## config.mk

```make
export PLATFORM = sky130hd
export DESIGN_NAME = i2c_master_write
export DESIGN_NICKNAME = d
export VERILOG_FILES = /design/src/rtl/i2c_master_write.sv
export SDC_FILE = /design/constraint.sdc
export NUM_CORES = 1
export LEC_CHECK = 0
export CORE_ASPECT_RATIO = 0.6
export CORE_UTILIZATION = 50
export DETAILED_ROUTE_END_ITERATION = 10
export GPL_ROUTABILITY_DRIVEN = 0
export GPL_TIMING_DRIVEN = 0
export PLACE_DENSITY = 0.74
export SLEW_MARGIN = 5
export SYNTH_ARGS = -nofsm -noshare
export SYNTH_HDL_FRONTEND = slang
export SYNTH_SLANG_ARGS = --single-unit
export TNS_END_PERCENT = 5
```

## constraint.sdc

```tcl
create_clock -name clk -period 2.3 [get_ports clk]
set_input_delay 0.46 -clock clk [delete_from_list [all_inputs] [get_ports clk]]
set_output_delay 0.46 -clock clk [all_outputs]
set_load 0.01 [all_outputs]
```

## src/rtl/i2c_master_write.sv

```systemverilog
// I2C write-only bus controller: START, address+W, register byte, data byte, STOP.
// SCL is built from quarter ticks of the system clock; any NACK aborts straight to STOP.
module i2c_master_write #(
    parameter int         CLK_DIV    = 4,
    parameter logic [6:0] SLAVE_ADDR = 7'h47
) (
    input  logic       clk,
    input  logic       rst,
    input  logic       start,
    input  logic [7:0] reg_addr,
    input  logic [7:0] data_in,
    input  logic       sda_i,
    output logic       scl_o,
    output logic       sda_o,
    output logic       busy,
    output logic       done,
    output logic       nack
);

    typedef enum logic [2:0] {
        IDLE,
        START,
        BIT,
        STOP,
        DONE
    } state_t;

    localparam int            QW    = (CLK_DIV > 1) ? $clog2(CLK_DIV) : 1;
    localparam logic [QW-1:0] QLAST = QW'(CLK_DIV - 1);

    state_t        state;
    logic [QW-1:0] qcnt;
    logic [1:0]    phase;
    logic [23:0]   shift;
    logic [3:0]    bit_cnt;
    logic [1:0]    byte_cnt;

    logic tick;
    logic ack_slot;
    logic last_slot;

    assign tick      = (qcnt == QLAST);
    assign ack_slot  = (bit_cnt == 4'd8);
    assign last_slot = ack_slot && (byte_cnt == 2'd2);

    // Outputs for each quarter are loaded on the tick that enters it, so every
    // bus level is registered and holds for exactly one quarter.
    always_ff @(posedge clk) begin
        if (rst) begin
            state    <= IDLE;
            qcnt     <= '0;
            phase    <= 2'd0;
            shift    <= '0;
            bit_cnt  <= 4'd0;
            byte_cnt <= 2'd0;
            scl_o    <= 1'b1;
            sda_o    <= 1'b1;
            busy     <= 1'b0;
            done     <= 1'b0;
            nack     <= 1'b0;
        end else begin
            done <= 1'b0;
            if (state inside {START, BIT, STOP}) begin
                qcnt <= tick ? '0 : qcnt + QW'(1);
            end

            case (state)
                IDLE: begin
                    if (start) begin
                        state    <= START;
                        phase    <= 2'd0;
                        qcnt     <= '0;
                        shift    <= {SLAVE_ADDR, 1'b0, reg_addr, data_in};
                        bit_cnt  <= 4'd0;
                        byte_cnt <= 2'd0;
                        scl_o    <= 1'b1;
                        sda_o    <= 1'b1;
                        busy     <= 1'b1;
                        nack     <= 1'b0;
                    end
                end

                START: begin
                    if (tick) begin
                        if (phase == 2'd0) begin
                            phase <= 2'd1;
                            sda_o <= 1'b0;
                        end else begin
                            state    <= BIT;
                            phase    <= 2'd0;
                            scl_o    <= 1'b0;
                            sda_o    <= shift[23];
                            shift    <= {shift[22:0], 1'b0};
                            bit_cnt  <= 4'd0;
                            byte_cnt <= 2'd0;
                        end
                    end
                end

                BIT: begin
                    if (tick) begin
                        case (phase)
                            2'd0: phase <= 2'd1;
                            2'd1: begin
                                phase <= 2'd2;
                                scl_o <= 1'b1;
                            end
                            2'd2: begin
                                phase <= 2'd3;
                                if (ack_slot && sda_i) begin
                                    nack <= 1'b1;
                                end
                            end
                            default: begin
                                // nack can only have been raised in this slot's Q2,
                                // so it doubles as the abort request.
                                phase <= 2'd0;
                                scl_o <= 1'b0;
                                if (nack || last_slot) begin
                                    state <= STOP;
                                    sda_o <= 1'b0;
                                end else if (ack_slot) begin
                                    bit_cnt  <= 4'd0;
                                    byte_cnt <= byte_cnt + 2'd1;
                                    sda_o    <= shift[23];
                                    shift    <= {shift[22:0], 1'b0};
                                end else if (bit_cnt == 4'd7) begin
                                    bit_cnt <= 4'd8;
                                    sda_o   <= 1'b1;
                                end else begin
                                    bit_cnt <= bit_cnt + 4'd1;
                                    sda_o   <= shift[23];
                                    shift   <= {shift[22:0], 1'b0};
                                end
                            end
                        endcase
                    end
                end

                STOP: begin
                    if (tick) begin
                        case (phase)
                            2'd0: begin
                                phase <= 2'd1;
                                scl_o <= 1'b1;
                            end
                            2'd1: begin
                                phase <= 2'd2;
                                sda_o <= 1'b1;
                            end
                            default: begin
                                state <= DONE;
                                phase <= 2'd0;
                                busy  <= 1'b0;
                                done  <= 1'b1;
                            end
                        endcase
                    end
                end

                DONE: begin
                    state <= IDLE;
                end

                default: begin
                    state <= IDLE;
                end
            endcase
        end
    end

endmodule

```

**Word-level counts from Yosys, hierarchy flattened**

Index checks and enable logic that the tools add are counted.
W data, S select, Z words.

- Bits of input ports: 20
- Output and inout bits: 5
- Bits in registers: 42

- Bitwise operators: 2
- Mux-type cells: 73
- $add $sub $neg: 3
- Eq/ne operators: 25
- Reduce and logical (&&, ||, !) cells: 23

Operator list:

| kind | number |
|---|---|
| $mux W24 | 8 |
| $pmux W24 S3 | 1 |
| $mux W4 | 8 |
| $reduce_and A8 Y1 | 4 |
| $mux W2 | 14 |
| $mux W3 | 8 |
| $mux W1 | 23 |
| $ne A2 B2 Y1 const B | 10 |
| $reduce_and A7 Y1 | 2 |
| $pmux W2 S3 | 2 |
| $pmux W3 S4 | 1 |
| $pmux W4 S3 | 1 |
| $ne A2 B1 Y1 const B | 5 |
| $reduce_and A5 Y1 | 2 |
| $pmux W1 S4 | 2 |
| $pmux W2 S4 | 1 |
| $eq A2 B2 Y1 const B | 3 |
| $eq A3 B2 Y1 const B | 2 |
| $pmux W1 S2 | 3 |
| $reduce_bool A3 Y1 | 2 |
| $reduce_or A3 Y1 | 2 |
| $add A2 B1 Y2 const B | 2 |
| $add A4 B1 Y4 const B | 1 |
| $eq A4 B3 Y1 const B | 1 |
| 14 further kinds | 18 |

**Depth between registers and ports, before layout**

Gate-level depths: netlist (run 1).

- Word-level depth: 7
- Depth in mapped cells: 9
- Mapped depth without buffers: 6

**Worst setup path before layout (run 1)**

OpenSTA, ideal clock, no wires.

- Path kind: register -> register
- From: reg bit_cnt[0]
- To: reg shift[10]
- Clock period less this slack: 2.301 ns
- Arrival: 2.180 ns
- Stages on the path, launching flop included: 10
- Buffers on the path: 3
- Path slack: -0.001 ns
- Cell sequence: dfxtp_1 > inv_1 > ha_1 > and4b_1 > o21a_1 > buf_6 > or4_4 > buf_6 > buf_6 > mux2_4

- Cells in the longest elaborated chain, start to end: 6
- Elaborated cells between the ends (all ways): 12

RTL lines:

| item | RTL line | source |
|---|---|---|
| start, declared | 35 | `logic [3:0] bit_cnt;` |
| start signal, assigned | 131 | `bit_cnt <= bit_cnt + 4'd1;` |
| $eq A4 B4 Y1 | 43 | `assign ack_slot = (bit_cnt == 4'd8);` |
| $mux W24 | 122 | `end else if (ack_slot) begin` |
| $mux W24 | 119 | `if (nack \|\| last_slot) begin` |
| $mux W24 | 102 | `case (phase)` |
| $mux W24 | 101 | `if (tick) begin` |
| $pmux W24 S3 | 67 | `case (state)` |
| end signal, assigned | 73 | `shift <= {SLAVE_ADDR, 1'b0, reg_addr, data_in};` |
| end signal, assigned | 126 | `shift <= {shift[22:0], 1'b0};` |
| end signal, assigned | 133 | `shift <= {shift[22:0], 1'b0};` |
| end, declared | 34 | `logic [23:0] shift;` |

Parallel ways exist; a longest one is shown, timed or not. The select of a mux whose other input is x is not followed.
A chain may end at the register's enable or synchronous reset.

**Worst setup path after layout (run 1)**

- From: reg phase[0]
- To: reg shift[3]

- Cells in the longest elaborated chain, start to end: 4
- Elaborated cells between the ends (all ways): 7

RTL lines:

| item | RTL line | source |
|---|---|---|
| start, declared | 33 | `logic [1:0] phase;` |
| start signal, assigned | 52 | `phase <= 2'd0;` |
| start signal, assigned | 71 | `phase <= 2'd0;` |
| start signal, assigned | 86 | `phase <= 2'd1;` |
| $eq A2 B1 Y1 (tied with other cells) | 102 |  |
| $reduce_or A3 Y1 (no line) | - |  |
| $ne A2 B2 Y1 (no line) | - |  |
| $reduce_and A8 Y1 (no line) * | - |  |
| end signal, assigned | 93 | `shift <= {shift[22:0], 1'b0};` |
| end signal, assigned | 126 |  |
| end signal, assigned | 133 |  |

Mark *: on every way between the ends. The rest lies on a longest branch, timed or not.

==> flow_summary.toml, run 1 <==
[run_status]
outcome = "finished clean"

[yosys]
yosys_register_bits = 42
synthFlopType = "dfxtp_1"
synth_nets = 315
synthCells = 286
synthDistinctLibCells = 49
synth_warnings = 0
synth_edf_count = 0
synth-async-reset-ratio_pct = 0
syn_area_per_cell_um2 = 8.64
synthesis.area_um2 = 2470
seq_area_frac_synth_pct = 34.0

[final_layout]
fin_nets = 354
design_area_um2 = 3050
mostFrequentLayoutCell = "dfxtp_1"
drive_gt1_share_pct = 13.8
fin_cells = 389
antennaDiodeCount = 0
final_cell_mix = "37 x dfxtp_1, 29 x o21ai_0, 25 x a21oi_1, 22 x clkdlybuf4s50_1"
area_delta_synth_final_pct = 23.4

[critical_path]
crit_arrival_ns = 2.41
cp.required_ns = 2.49
crit_type = "reg2reg"
end_kind = "flip-flop"
r2r_cells = 7
cp_max_fo = 16
start_kind = "flip-flop"
worst-r2r-setup-slack_ns = 0.08

[floorplanning]
die-width_um = 92.7
die_h_um = 56.4
num_rows = 19
start_util_pct = 53.0
die_area_um2 = 5230
coreArea_um2 = 4660
ios = 25

[sta]
grt_setup_unrepaired = "false"
setup_viol = 0
fmax_mhz = 450
tightest_slew_ns = 0.577
fin_crit_sh_pct = 96.6
hold_viol = 0
final_max_slew_viol_count = 0
maxSlewHeadroom_pct = 61.5
skew_ns = 0.00662
finalCriticalPeriod_ns = 2.22

[routing]
vias_per_cell = 5.92
drt_drc_violations_left = 0
drtIter0Drc = 254
vias = 2303
dr.pass1.iters = 5
wl_per_cell_um = 16.1
ant_nets = 0
routed_wl_um = 6260

[global_route]
overflow = 0
grt_start_max_net_pins = 17
grt_usage_pct = 25.3
grt_pass1_wl_um = 10300
first_global_vias = 2033
antenna_found_initial = 0

[clock_tree]
cts_htree_levels = 2
cts-root-buf = "clkbuf_8"
cts_buffers = 5
cts.sinks = 42
clock_latency_ns = 0.30
path_clk_slew_ns = 0.08
cts_tree = "done"
cts_hold_buf = 0
ctsLongestPathBuffers = 2

[placed_design]
placed_area_um2 = 2780
placedCellCount = 372
hpwlAfterDp_um = 4370
io_buffers = 23

[min_path]
worstHoldPathType = "reg2reg"
hold_depth = 2

[power]
powerDensity_nw_per_um2 = 585
leakagePower_nw = 1.15
vdd_drop_max_mv = 0.362

[flow_run]
cap_violations = 0
==> synthesized netlist by cell type (4+ instances only) <==
| master | number | area (um^2) |
|---|---|---|
| a21oi_1 | 25 | 125 |
| inv_1 | 10 | 37.5 |
| mux2_4 | 8 | 120 |
| buf_6 | 4 | 45.0 |
| dfxtp_1 | 42 | 841 |
| o311ai_0 | 5 | 43.8 |
| mux2i_1 | 9 | 90.1 |
| nand3_1 | 20 | 100 |
| nand2_1 | 15 | 56.3 |
| nor2b_1 | 20 | 125 |
| nor2_1 | 10 | 37.5 |
| ha_1 | 9 | 113 |
| nor3_1 | 8 | 40.0 |
| o21ai_0 | 29 | 145 |
| clkbuf_1 | 15 | 56.3 |
| mux2_1 | 10 | 113 |
==> through the flow <==
stage / hold WS, ns / total power, mW / utilization (%) / worst slack, ns / setup TNS (ns)
2_1_floorplan: 0.432 / 0.973 / - / 0.0190 / 0
3_3_place_gp: 0.443 / 1.05 / 59.7 / -0.458 / -7.58
3_5_place_dp: 0.450 / 1.06 / 59.7 / -0.488 / -8.31
4_1_cts: 0.464 / 1.76 / 63.6 / 0.0630 / 0
5_1_grt: 0.478 / 1.85 / 65.4 / 0.00512 / 0
6_report: 0.462 / 1.78 / 65.4 / 0.0773 / 0
==> final cells by class <==
class                           count  area, um^2
Tap cell                           63        78.8
Fill cell                         411        1610
Clock buffer                        5        68.8
Inverter                           10        37.5
Timing Repair Buffer               33         304
Clock inverter                      3        68.8
Sequential cell                    42         850
Buffer                             21         114
Multi-Input combinational cell    212        1530
==> state kept, by name (all words and copies together) (netlist names) <==
| name | flops |
|---|---|
| bit_cnt | 4 |
| nack | 1 |
| done | 1 |
| qcnt | 2 |
| busy | 1 |
| sda_o | 1 |
| shift | 24 |
| scl_o | 1 |
| byte_cnt | 2 |
| phase | 2 |
| state | 3 |
==> per-layer routing <==
metal  routed length, um  global-route usage, %  up-vias
li1                    -                      -     1117
met2                2580                   33.9       87
met3                 487                   5.42        9
met5                   0                      0        -
met4                  44                   4.62        0
met1                3150                   40.8     1090
==> final timing paths <==
path / startpoint / end
max: phase[0]$_SDFFE_PP0P_ / shift[3]$_SDFFE_PP0P_
min: shift[17]$_SDFFE_PP0P_ / shift[17]$_SDFFE_PP0P_
max reg2reg: phase[0]$_SDFFE_PP0P_ / shift[3]$_SDFFE_PP0P_
min reg2reg: shift[17]$_SDFFE_PP0P_ / shift[17]$_SDFFE_PP0P_
==> worst max-delay path, cell delays in order, from the launching register on <==
cell and delay, ns:
dfxtp_4 0.38, inv_1 0.06, ha_2 0.24, o21ai_4 0.21, o211ai_4 0.15, or4_4 0.57
buf_12 0.18, mux2_1 0.31
==> power breakdown <==
| part | total (mW) | switching (mW) | internal [mW] |
|---|---|---|---|
| clock | 0.708 | 0.273 | 0.435 |
| combinational | 0.295 | 0.148 | 0.147 |
| sequential | 0.778 | 0.0164 | 0.762 |
==> kinds of logic after synthesis <==
group	count (synthesis)	share of synthesized area (%)
adders and majority gates	9	4.56
buffers and inverters	32	6.13
muxes	27	13.1
xor gates and xnor gates	3	1.37
AOI/OAI and AO/OA	77	18.9
DFF	42	34.0
and+or+nand+nor	96	21.9
==> what timing repair did <==
item | 4_1_cts | 5_1_grt
setup endpoints to repair | 20 | 17
resized for setup | 8 | 9
pin swaps | 2 | 2
buffers inserted | 4 | 6
(Power assumes the default switching activity.)
==> run 2, diff against run 1 <==
- RECOVER_POWER: unset -> 100
==> flow_summary.toml, run 2 (synthesis results as in run 1) <==
[routing]
ant_nets = 0
routed_wl_um = 6280
vias = 2319
wl_per_cell_um = 16.1
dr.pass1.iters = 5
vias_per_cell = 5.96
drtIter0Drc = 277
drt_drc_violations_left = 0

[flow_run]
cap_violations = 0

[global_route]
first_global_vias = 2033
grt_pass1_wl_um = 10300
grt_usage_pct = 25.3
antenna_found_initial = 0
grt_start_max_net_pins = 17
overflow = 0

[critical_path]
crit_buf_inv = 2
crit_slowest_cell = "or4_4"
crit_chain = "inv_1 -> ha_2 -> o21ai_4 -> o211ai_4 -> or4_4 -> buf_12 -> mux2_1"
end_kind = "flip-flop"
max_stage_delay_ns = 0.57
crit_type = "reg2reg"
cp.required_ns = 2.49
crit_arrival_ns = 2.41
critPathTopFamily = "simple AND/OR/NAND/NOR gates"
start_kind = "flip-flop"
cp_max_fo = 16

[power]
seqPwrFrac_pct = 43.6
powerDensity_nw_per_um2 = 586
power_mw = 1.78
vdd_drop_max_mv = 0.364
clkPwrFrac_pct = 39.8
p_switching_uw = 440
p_int_mw = 1.34
p_sw_share_pct = 24.7
leakagePower_nw = 1.15
power_frac_comb_pct = 16.5

[run_status]
outcome = "finished clean"

[min_path]
worstHoldPathType = "reg2reg"

[sta]
setup_viol = 0
setup_slack_ns = 0.0757
maxSlewHeadroom_pct = 60.9
fin_crit_sh_pct = 96.7
final_max_slew_viol_count = 0
hold_viol = 0
finalCriticalPeriod_ns = 2.22
tightest_slew_ns = 0.587
holdWs_ns = 0.462
setup_tns_ns = 0
skew_ns = 0.00715
grt_setup_unrepaired = "false"
fmax_mhz = 450

[final_layout]
largest_reg_flops = 24
antennaDiodeCount = 0
nFillCells = 411
final_cell_mix = "37 x dfxtp_1, 29 x o21ai_0, 25 x a21oi_1, 20 x nor2b_1, 20 x nand3_1"
fin_nets = 354
top_regs = "shift x24, bit_cnt x4, state x3"
drive_gt1_share_pct = 13.5
design_area_um2 = 3040
finish.utilization_pct = 65.3
area_delta_synth_final_pct = 23.3
regMostFlops = "shift"
fin_cells = 389
mostFrequentLayoutCell = "dfxtp_1"

[clock_tree]
cts_buffers = 5
path_clk_slew_ns = 0.08
cts_tree = "done"
cts_htree_levels = 2
clock_latency_ns = 0.30
cts.sinks = 42
cts-root-buf = "clkbuf_8"
ctsLongestPathBuffers = 2
cts_hold_buf = 0

[placed_design]
hpwlAfterDp_um = 4370
io_buffers = 23
placedCellCount = 372
pre_cts_ws_ns = -0.488
placed_area_um2 = 2780

[floorplanning]
die-width_um = 92.7
die_area_um2 = 5230
start_util_pct = 53.0
num_rows = 19
coreArea_um2 = 4660
die_h_um = 56.4
ios = 25
==> run 2: worst paths after layout <==
| kind | start | end | slack, ns | cells after the start |
|---|---|---|---|---|
| min | shift[17]$_SDFFE_PP0P_ | shift[17]$_SDFFE_PP0P_ | 0.46 | 2 |
| min reg2reg | shift[17]$_SDFFE_PP0P_ | shift[17]$_SDFFE_PP0P_ | 0.46 | 2 |
| max | phase[0]$_SDFFE_PP0P_ | shift[3]$_SDFFE_PP0P_ | 0.08 | 7 |
| max reg2reg | phase[0]$_SDFFE_PP0P_ | shift[3]$_SDFFE_PP0P_ | 0.08 | 7 |
==> run 2: repair_timing <==
item,CTS,global route
resized for setup,8,9
setup buffers,4,6
endpoints found under the setup margin,20,17
pin swaps,2,2
gates cloned,0,0
==> run 2: cell type report <==
type | count | area, um^2 | share of cell area, %
Inverter | 10 | 37.5 | 1.23
Clock inverter | 3 | 68.8 | 2.26
Multi-Input combinational cell | 212 | 1520 | 50.0
Timing Repair Buffer | 33 | 304 | 9.99
Clock buffer | 5 | 68.8 | 2.26
Buffer | 21 | 114 | 3.74
Sequential cell | 42 | 850 | 27.9
Tap cell | 63 | 78.8 | 2.59
==> run 2: layer usage <==
layer / vias to the layer above / track usage (%) / wire length [um]
met5: - / 0 / 0
met4: 0 / 4.62 / 44
met3: 9 / 5.42 / 401
met2: 76 / 33.9 / 2590
met1: 1114 / 40.8 / 3240
li1: 1120 / - / -
==> run 2: power groups by stage <==
stage / combinational [mW] / clock (mW) / sequential [mW]
final: 0.294 / 0.710 / 0.778
after global routing: 0.319 / 0.743 / 0.782
after CTS: 0.267 / 0.713 / 0.778
after detailed placement: 0.263 / 0 / 0.795
after global placement: 0.261 / 0 / 0.794
after floorplan: 0.180 / 0 / 0.793
==> run 2: worst register-to-register path, stage by stage (launching register included) <==
cell and delay, ns:
dfxtp_4 0.38, inv_1 0.06, ha_2 0.24, o21ai_4 0.22, o211ai_4 0.15, or4_4 0.57, buf_12 0.18, mux2_1 0.31
==> run 3, diff against run 2 <==
- CTS_CLUSTER_DIAMETER: unset -> 30
==> results of run 3 <==
Same layout as run 2: the final DEF is identical, and so are final timing and power.
